`config.mk`:
```
export PLATFORM = sky130hd
export DESIGN_NAME = gb_fb_write_sched
export DESIGN_NICKNAME = d
export VERILOG_FILES = /design/src/rtl/gb_fb_write_sched.sv
export SDC_FILE = /design/constraint.sdc
export NUM_CORES = 1
export LEC_CHECK = 0
export ABC_CLOCK_PERIOD_IN_PS = 2400
export CORE_MARGIN = 1
export CORE_UTILIZATION = 30
export DETAILED_ROUTE_END_ITERATION = 10
export DONT_BUFFER_PORTS = 1
export SKIP_LAST_GASP = 1
export SLEW_MARGIN = 30
export SYNTH_ARGS = -nofsm -noshare
export SYNTH_HDL_FRONTEND = slang
export SYNTH_SLANG_ARGS = --single-unit
```
`constraint.sdc`:
```
create_clock -name clk -period 2.4 [get_ports clk]
set_clock_uncertainty 0.15 [all_clocks]
set_input_delay 0.48 -clock clk [delete_from_list [all_inputs] [get_ports clk]]
set_output_delay 0.48 -clock clk [all_outputs]
set_load 0.01 [all_outputs]
```
`src/rtl/gb_fb_write_sched.sv`:
```
// Write-side framebuffer sequencer: PPU pixel stream to raster addresses, with bank ownership control.
// Optional FB_DOUBLE_BUFFER_EN enables ping-pong banks swapped in display vblank; default is single bank.
module gb_fb_write_sched #(
    parameter int unsigned GB_W = 160,
    parameter int unsigned GB_H = 144,
    parameter int unsigned AW   = 15
) (
    input  logic          clk,
    input  logic          reset,
    input  logic [1:0]    LD,
    input  logic          PX_VALID,
    input  logic          FRAME_START,
    input  logic          disp_vblank,
    input  logic          err_clr,
    output logic          fb_we,
    output logic [AW:0]   fb_waddr,
    output logic [1:0]    fb_wdata,
    output logic          rd_bank,
    output logic          swap,
    output logic          frame_done,
    output logic          err_overflow,
    output logic          err_short,
    output logic [7:0]    dropped
);

    typedef enum logic [1:0] {StIdle, StWrite, StDone} state_e;

    localparam logic [AW-1:0] LastAddr = AW'(GB_W * GB_H - 1);
    localparam logic [7:0]    XLast    = 8'(GB_W - 1);

    state_e        r_state;
    logic [AW-1:0] r_pix_addr;
    logic [7:0]    r_x;
    logic [7:0]    r_y;
    logic          r_rd_bank;

    logic w_swap_now;
    logic w_drop_frame;
    logic w_done_exit;
    logic w_wr_bank;
    logic w_start_bank;
    logic w_ovf_set;
    logic w_short_set;

`ifdef FB_DOUBLE_BUFFER_EN
    localparam logic RdBankRst = 1'b1;

    assign w_swap_now   = (r_state == StDone) && disp_vblank;
    assign w_drop_frame = (r_state == StDone) && FRAME_START && !disp_vblank;
    assign w_done_exit  = disp_vblank;
    assign w_wr_bank    = ~r_rd_bank;
`else
    localparam logic RdBankRst = 1'b0;

    logic w_unused_vblank;
    assign w_unused_vblank = disp_vblank;

    assign w_swap_now   = 1'b0;
    assign w_drop_frame = 1'b0;
    assign w_done_exit  = 1'b1;
    assign w_wr_bank    = 1'b0;
`endif

    // A swap in the same cycle as a new frame hands the old read bank to the writer.
    assign w_start_bank = w_swap_now ? r_rd_bank : w_wr_bank;
    assign w_ovf_set    = PX_VALID && !FRAME_START && (r_state != StWrite);
    assign w_short_set  = FRAME_START && (r_state == StWrite);
    assign rd_bank      = r_rd_bank;

    always_ff @(posedge clk or posedge reset) begin
        if (reset) begin
            r_state      <= StIdle;
            r_pix_addr   <= '0;
            r_x          <= '0;
            r_y          <= '0;
            r_rd_bank    <= RdBankRst;
            fb_we        <= 1'b0;
            fb_waddr     <= '0;
            fb_wdata     <= '0;
            swap         <= 1'b0;
            frame_done   <= 1'b0;
            err_overflow <= 1'b0;
            err_short    <= 1'b0;
            dropped      <= '0;
        end else begin
            fb_we        <= 1'b0;
            frame_done   <= 1'b0;
            swap         <= w_swap_now;
            err_overflow <= w_ovf_set | (err_overflow & ~err_clr);
            err_short    <= w_short_set | (err_short & ~err_clr);

            if (w_swap_now) begin
                r_rd_bank <= ~r_rd_bank;
            end
            if (w_drop_frame && (dropped != 8'hFF)) begin
                dropped <= dropped + 8'd1;
            end

            if (FRAME_START) begin
                r_state    <= StWrite;
                r_pix_addr <= '0;
                r_x        <= '0;
                r_y        <= '0;
                if (PX_VALID) begin
                    fb_we      <= 1'b1;
                    fb_waddr   <= {w_start_bank, {AW{1'b0}}};
                    fb_wdata   <= LD;
                    r_pix_addr <= AW'(1);
                    r_x        <= 8'd1;
                end
            end else begin
                unique case (r_state)
                    StIdle: begin
                        r_state <= StIdle;
                    end
                    StWrite: begin
                        if (PX_VALID) begin
                            fb_we      <= 1'b1;
                            fb_waddr   <= {w_wr_bank, r_pix_addr};
                            fb_wdata   <= LD;
                            r_pix_addr <= r_pix_addr + AW'(1);
                            if (r_x == XLast) begin
                                r_x <= '0;
                                r_y <= r_y + 8'd1;
                            end else begin
                                r_x <= r_x + 8'd1;
                            end
                            if (r_pix_addr == LastAddr) begin
                                frame_done <= 1'b1;
                                r_state    <= StDone;
                            end
                        end
                    end
                    StDone: begin
                        if (w_done_exit) begin
                            r_state <= StIdle;
                        end
                    end
                    default: begin
                        r_state <= StIdle;
                    end
                endcase
            end
        end
    end

`ifndef SYNTHESIS
    // x/y exist only to cross-check the incremental address against raster position.
    always @(posedge clk) begin
        if (!reset && (r_state == StWrite)) begin
            assert (32'(r_pix_addr) == 32'(r_y) * GB_W + 32'(r_x));
        end
    end
`endif

endmodule

```
* Yosys cells after proc, flatten, opt, wreduce, memory -nomap -nowiden
Index checks and enable logic that the tools add are counted. Widths: inputs -> output; s select.
Storage, ports and cells: word-level logic and storage cells 52, flip-flop bits (word level) 39, input bits 8
Cells by class: mux-type cells 22, bitwise operators 5, $add $sub $neg 1, eq/ne operators 7, reductions and logical operators 9
Operator list (number):
- $mux 16 | 4
- $mux 15 | 3
- $add 15x1->15 const B | 1
- $eq 15x15->1 const B | 1
- $mux 2 | 7
- $mux 1 | 8
- $ne 2x2->1 const B | 2
- $reduce_and 2->1 | 2
- $reduce_bool 2->1 | 2
- $logic_and 1x1->1 | 3
- $ne 3x2->1 const B | 1
- $ne 3x3->1 const B | 1
- $reduce_and 3->1 | 1
- $and 1x1->1 | 2
- $eq 2x1->1 const B | 1
- $ne 2x1->1 const B | 1
- $or 1x1->1 | 2
- $logic_not 1->1 | 1
- $not 1->1 | 1

* Logic depth before layout (Yosys ltp)
Gate-level depths: netlist of the first run.
depth after elaboration 5, gate-level depth with buffers 5, depth with buffers taken out 5

* Worst setup path after synthesis of the first run
No wires, ideal clock.
kind input -> register, start input PX_VALID, end register r_pix_addr[13], library setup time 0.078 ns, required time 2.172 ns, setup slack 0.576 ns, path buffers 1, arrival time 1.596 ns, stages 5, cell sequence buf_2 nand3_2 or2_4 or4b_1 a21oi_1
Between the ends: word-level cells in the longest chain between the ends 2
RTL lines:
- start, declared | RTL line 11 | input logic PX_VALID,
- $reduce_bool 2->1 (no source line)
- $reduce_and 2->1 (no source line)
- end signal, assigned | RTL line 121 | r_pix_addr <= r_pix_addr + AW'(1);
- end, declared | RTL line 32 | logic [AW-1:0] r_pix_addr;
No other way between the ends. A chain may end at the register's enable or synchronous reset.

* Worst setup path after layout of the first run
start register r_state[1], end register fb_waddr[5]
Between the ends: word-level cells in the longest chain between the ends 3
RTL lines:
- start, declared | RTL line 31 | state_e r_state;
- start signal, assigned | RTL line 72 | r_state <= StIdle;
- start signal, assigned | RTL line 100 | r_state <= StWrite;
- start signal, assigned | RTL line 114 | r_state <= StIdle;
- $eq 2x1->1 * | RTL line 112 | unique case (r_state)
- $ne 2x2->1 (no source line) or $reduce_bool 2->1 (tied branches)
- $reduce_and 3->1 (no source line) *
- end signal, assigned | RTL line 106 | fb_waddr <= {w_start_bank, {AW{1'b0}}};
- end signal, assigned | RTL line 119 | fb_waddr <= {w_wr_bank, r_pix_addr};
- end, declared | RTL line 16 | output logic [AW:0] fb_waddr,
Mark *: on every way between the ends. The rest lies on a longest branch, timed or not.

==> flow_summary_export.csv, run 1 <==
group,metric,value,unit
logic_synthesis,synth_seq_cells,38,
cts,cts_made_buffers,5,
placement,gp_congestion,0.7471,
setup_path,cp_slowest_cell,"nor2_1",
cts,postCtsSetupBuffers,0,
grt,grt_pass1_wl,5230,um
sta,max_freq,523.9,MHz
cts,clock_latency,0.30,ns
run,drv_cap,0,
cells_and_area,fillerInstances,547,
logic_synthesis,syn_avg_cell_area,10.75,sq um
cells_and_area,syn2layout_area_growth,10.48,%
cts,hold_buffers,0,
setup_path,rr_startpoint,"r_state[1]",
setup_path,slowest_delay,0.75,ns
pwr,netSwitchingFraction,0.2076,
sta,worst_pin_slew,0.8716,ns
status,status,"finished, final reports clean",
logic_synthesis,ys_seq_area_frac,0.5495,
grt,grt_max_degree,39,
drt,drt_iter0_drc,81,
die,fp.dieH,77.95,um
placement,port_buffers,0,
sta,max_slew_margin,0.4168,
cells_and_area,nNetsFinal,173,
grt,antenna_found_initial,0,
cells_and_area,final_common_cell,"dfrtp_1",
pwr,total_power,1.406,mW
pwr,internal-power,1.114,mW
cts,htreeDepth,2,
die,num_rows,27,
sta,hold_violations,0,
setup_path,cp_max_fo,13,
grt,grt_pass1_vias,1100,
sta,tns,0,ns
logic_synthesis,synthesis.instances,161,
logic_synthesis,synthArstFlopShare,1.000,
die,core_area,5540,sq um
logic_synthesis,synth_ff_type,"dfrtp_1",
drt,wl,3153,um
drt,wire_per_inst,13.30,um
pwr,pwr-share-seq,0.475,
die,die_w,77.95,um
drt,ant_nets,0,
setup_path,critPathLaunch,"r_state[1]",
setup_path,start_kind,"flop",
placement,hpwl,2138,um
drt,via_per_inst,4.759,
cts,root_buffer,"clkbuf_8",
logic_synthesis,syn_area,1730,sq um
setup_path,crit_chain,"nand2b_1, nor2_1, a22o_1",
setup_path,crit_arrival,1.98,ns
die,top_level_ports,40,
grt,grt_util_all_layers,0.1153,
worst_hold_path,hp-class,"in -> async",
cts,postCtsResizedCells,0,
cells_and_area,n_antenna_cell,0,
cells_and_area,layout_common_cells,"38 x dfrtp_1, 15 x nor2_1, 13 x a22o_1",
cts,clock-sinks,38,
die,initial_core_util,0.3123,
setup_path,setup.worst_path.end_class,"flop",
setup_path,path_class,"reg -> reg",
cells_and_area,drive_above_1_share,0.09697,
sta,drv_slew,0,
drt,vias,1128,
sta,setup_viol,0,
setup_path,r2r_cells,3,
setup_path,required,2.47,ns
pwr,clkPwrFrac,0.483,
logic_synthesis,ys_types,39,
drt,drcViolationCount,0,
pwr,p_per_area,735.6,nW/um^2
pwr,peakVddDrop,0.3059,mV
sta,min_period,1.909,ns
pwr,leakagePower,0.8336,nW
cts,clk_pin_slew,0.09,ns
drt,drtPass1Iterations,4,
logic_synthesis,synth_edf_count,0,
pwr,p_comb_frac,0.042,
logic_synthesis,yosysWarnings,0,
grt,gr-total-overflow,0,
sta,hold_ws,0.02378,ns
cts,cts_tree,"yes",
die,dieArea,6075,sq um
sta,post-route-period-util,0.7954,
pwr,p_sw,291.9,uW
cts,cts.path.max_buffers,2,
sta,rsz0062_at_grt,"no",
==> worst max-delay path, delay by kind of cell, from the launching register on <==
kind            cells  cell delay (ns)
simple gates        2             1.06
flops               1             0.39
compound gates      1             0.23
==> path summary, 6_finish.rpt <==
kind / to / slack (ns)
worst min-delay path: fb_waddr[10] / 0.02
worst min register to register: fb_waddr[0] / 0.40
max in group asynchronous: fb_waddr[12] / 1.74
worst max register to register: fb_waddr[5] / 0.49
worst max-delay path: fb_waddr[5] / 0.49
min in group clk: r_pix_addr[13] / 0.09
==> synthesized netlist by cell type (2+ instances only) <==
| cell type | count | share of area |
|---|---|---|
| nor2_1 | 15 | 0.033 |
| a22o_1 | 13 | 0.066 |
| dfrtp_1 | 38 | 0.55 |
| clkbuf_1 | 3 | 0.0065 |
| nor4_1 | 4 | 0.014 |
| mux2_2 | 2 | 0.013 |
| nor3_1 | 6 | 0.017 |
| a21oi_1 | 4 | 0.012 |
| nand2b_1 | 3 | 0.011 |
| nand3_1 | 3 | 0.0087 |
| mux2_1 | 2 | 0.013 |
| xnor2_1 | 7 | 0.035 |
| nor2b_1 | 3 | 0.011 |
| nand4_1 | 4 | 0.014 |
| o21ai_0 | 6 | 0.017 |
| o22ai_1 | 2 | 0.0072 |
| buf_2 | 2 | 0.0058 |
| inv_1 | 7 | 0.015 |
| or3_1 | 2 | 0.0072 |
| buf_4 | 11 | 0.048 |
| nand2_1 | 6 | 0.013 |
==> layer usage <==
metal	share of wire	GRT usage
met1	0.47	0.1404
met2	0.44	0.1646
met3	0.069	0.06235
met4	0.014	0.05556
met5	0	0
==> logic make-up (layout without fill, tap and decap cells) <==
kind of cell,after synthesis,in the layout,share of synthesized area
and+or+nand+nor,54,54,0.1670
buffers and inverters,25,19,0.08388
adders and majority gates,1,1,0.007230
other,1,11,0.002167
xor gates and xnor gates,7,7,0.03543
DFF,38,38,0.5495
muxes,5,5,0.03181
AOI/OAI and AO/OA,30,30,0.1229
==> power by group through the flow <==
stage               clock network [mW]  logic [mW]  registers, mW
floorplan                            0      0.0662          0.678
global placement                     0      0.0600          0.680
detailed placement                   0      0.0603          0.681
CTS                              0.683      0.0604          0.668
global route                     0.716      0.0687          0.671
finish                           0.680      0.0588          0.668
==> sequential cells by signal, indices dropped and copies added, names as in the netlist <==
name / flops
fb_waddr: 15
r_pix_addr: 15
fb_wdata: 2
r_state: 2
err_overflow: 1
err_short: 1
fb_we: 1
frame_done: 1
==> cell type report <==
cell class | count | area [sq um] | area share
Tap cell | 72 | 90.09 | 0.04712
Clock inverter | 2 | 60.06 | 0.03141
Multi-Input combinational cell | 108 | 671.9 | 0.3514
Sequential cell | 38 | 950.9 | 0.4974
Timing Repair Buffer | 4 | 30.03 | 0.01571
Clock buffer | 6 | 82.58 | 0.04319
Inverter | 7 | 26.28 | 0.01374
==> through the flow <==
stage          setup WS [ns]  cells  utilization  instance area (sq um)
2_1_floorplan         0.5757    171            -                   1768
3_3_place_gp          0.4962    229       0.3193                   1769
3_5_place_dp          0.4922    229       0.3193                   1769
4_1_cts               0.4692    237       0.3451                   1912
5_1_grt               0.3315    237       0.3451                   1912
6_report              0.4911    237       0.3451                   1912
No activity file was read; power rests on OpenSTA's default activity.
==> run 2: changes to the inputs <==
--- a/config.mk
+++ b/config.mk
@@ -5,7 +5,7 @@
 export SDC_FILE = /design/constraint.sdc
 export NUM_CORES = 1
 export LEC_CHECK = 0
-export ABC_CLOCK_PERIOD_IN_PS = 2400
+export ABC_CLOCK_PERIOD_IN_PS = 1600
 export CORE_MARGIN = 1
 export CORE_UTILIZATION = 30
 export DETAILED_ROUTE_END_ITERATION = 10
==> constraint.sdc (replaced) <==
create_clock -name clk -period 1.6 [get_ports clk]
set_clock_uncertainty 0.15 [all_clocks]
set_input_delay 0.32 -clock clk [delete_from_list [all_inputs] [get_ports clk]]
set_output_delay 0.32 -clock clk [all_outputs]
set_load 0.01 [all_outputs]
==> flow_summary_export.csv, run 2 (synthesized netlist as in run 1, its figures left out) <==
group,metric,value,unit
cts,clock_latency,0.29,ns
setup_path,crit-reg2reg-capture,"r_pix_addr[13]",
die,core_area,5540,sq um
pwr,p_per_area,917.6,nW/um^2
setup_path,cp_max_fo,4,
sta,max_slew_margin,0.5651,
setup_path,path_class,"reg -> reg",
cells_and_area,syn2layout_area_growth,35.50,%
cts,htreeDepth,2,
cells_and_area,reg.largest.list,"fb_waddr: 15 flops, r_pix_addr: 15 flops",
drt,drcViolationCount,0,
setup_path,rr_startpoint,"r_state[1]",
drt,ant_nets,0,
die,initial_core_util,0.3123,
pwr,p_sw,439.0,uW
setup_path,critPathLaunch,"r_state[1]",
setup_path,slowest_delay,0.48,ns
cells_and_area,drive_above_1_share,0.3300,
sta,setup_viol,5,
grt,grt_pass1_vias,1238,
pwr,peakVddDrop,0.3973,mV
drt,via_per_inst,4.827,
cts,cts_tree,"yes",
pwr,p_comb_frac,0.071,
cts,cts.path.max_buffers,2,
sta,min_period,1.636,ns
sta,post-route-period-util,1.022,
sta,worst_pin_slew,0.6502,ns
die,die_w,77.95,um
cells_and_area,n_antenna_cell,0,
die,dieArea,6075,sq um
pwr,internal-power,1.712,mW
setup_path,crit_arrival,1.70,ns
grt,antenna_found_initial,0,
pwr,pwr-share-seq,0.466,
sta,setup_ws,-0.03592,ns
setup_path,cp_slowest_cell,"or4b_1",
cells_and_area,fin_util,0.4232,
setup_path,crit_chain,"nand2b_4, or2_4, or4b_1, a21oi_2",
die,fp.dieH,77.95,um
placement,gp_congestion,0.7822,
drt,wl,3737,um
placement,hpwl,2469,um
pwr,total_power,2.151,mW
setup_path,required,1.66,ns
cells_and_area,nNetsFinal,208,
sta,hold_ws,0.02976,ns
cells_and_area,fillerInstances,520,
drt,drt_iter0_drc,65,
grt,grt_util_all_layers,0.1352,
sta,rsz0062_at_grt,"yes",
die,num_rows,27,
drt,vias,1313,
drt,wire_per_inst,13.74,um
cells_and_area,final_common_cell,"dfrtp_1",
cts,cts_made_buffers,5,
placement,post-place-ws,-0.09723,ns
run,drv_cap,0,
grt,grt_max_degree,39,
die,top_level_ports,40,
status,status,"complete, but fails checks",
status,failed_checks,"negative setup slack",
pwr,clkPwrFrac,0.463,
pwr,leakagePower,1.059,nW
cells_and_area,layout_common_cells,"37 x dfrtp_1, 32 x buf_4, 14 x nor2_1",
worst_hold_path,hp-class,"in -> reg",
setup_path,start_kind,"flop",
pwr,netSwitchingFraction,0.2041,
placement,dp.cells,249,
setup_path,r2r_cells,4,
setup_path,ff2ff_setup_slack,-0.04,ns
worst_hold_path,hold_start,"LD[1]",
cts,clock-sinks,38,
cts,root_buffer,"clkbuf_8",
sta,hold_violations,0,
placement,port_buffers,0,
drt,drtPass1Iterations,5,
cts,clk_pin_slew,0.07,ns
grt,grt_pass1_wl,6189,um
setup_path,critPathBufInv,0,
sta,drv_slew,0,
setup_path,crit_family,"simple AND/OR/NAND/NOR gates",
cells_and_area,layoutNonFillerInstCount,272,
grt,gr-total-overflow,0,
setup_path,path_depth,4,
setup_path,endpoint,"r_pix_addr[13]",
sta,max_freq,611.3,MHz
setup_path,setup.worst_path.end_class,"flop",
## run 2: cell types whose count changed in the layout (fill, tap and decap cells not counted), sizes merged
cell	change
buf	+30
dlygate4sd3	+5
## run 2: cell type report
type,count,area [sq um],area share
clock buffers,6,82.58,0.03522
clock inverters,2,60.06,0.02561
inverters,7,26.28,0.01121
multi-input cells,108,820.8,0.3501
flip-flops and latches,38,952.2,0.4061
well taps,72,90.09,0.03842
repair buffers,39,312.8,0.1334
## run 2: power by group through the flow
| stage | Combinational [mW] | Sequential (mW) | Clock (mW) |
|---|---|---|---|
| after floorplan | 0.0994 | 1.02 | 0 |
| after global placement | 0.107 | 1.02 | 0 |
| after detailed placement | 0.109 | 1.02 | 0 |
| after CTS | 0.134 | 1.00 | 1.02 |
| after global routing | 0.170 | 1.01 | 1.07 |
| final | 0.152 | 1.00 | 0.996 |
## run 2: timing repair
| action | CTS | global route |
|---|---|---|
| buffers inserted | 5 | 5 |
| setup endpoints to repair | 21 | 27 |
| hold endpoints to repair | 53 | 1 |
| resized for setup | 9 | 21 |
| pin swaps | 5 | 12 |
| hold buffers | 4 | 1 |
## run 2: worst min-delay path by stage
stage | end | slack, ns | cells after the start
6_report | fb_wdata[1] | 0.03 | 1
5_1_grt | fb_wdata[1] | 0.02 | 1
4_1_cts | r_state[0] | 0.005 | 1
3_5_place_dp | fb_we | 0.20 | 2
3_3_place_gp | fb_we | 0.20 | 2
2_1_floorplan | err_overflow | 0.27 | 1
## run 2: through the flow
step                TNS [ns]  cell area, sq um
floorplan            -0.2313              1775
global placement      -1.191              1927
detailed placement    -1.253              1927
CTS                  -0.1590              2190
global route         -0.6978              2345
finish              -0.07293              2345
## run 2: layer usage
| metal | share of wire | global-route usage | vias up | wire [um] |
|---|---|---|---|---|
| li1 | - | - | 621 | - |
| met1 | 0.44 | 0.1650 | 644 | 1647 |
| met2 | 0.48 | 0.2080 | 46 | 1811 |
| met3 | 0.065 | 0.05059 | 2 | 243 |
| met4 | 0.0096 | 0.06852 | 0 | 36 |
| met5 | 0 | 0 | - | 0 |
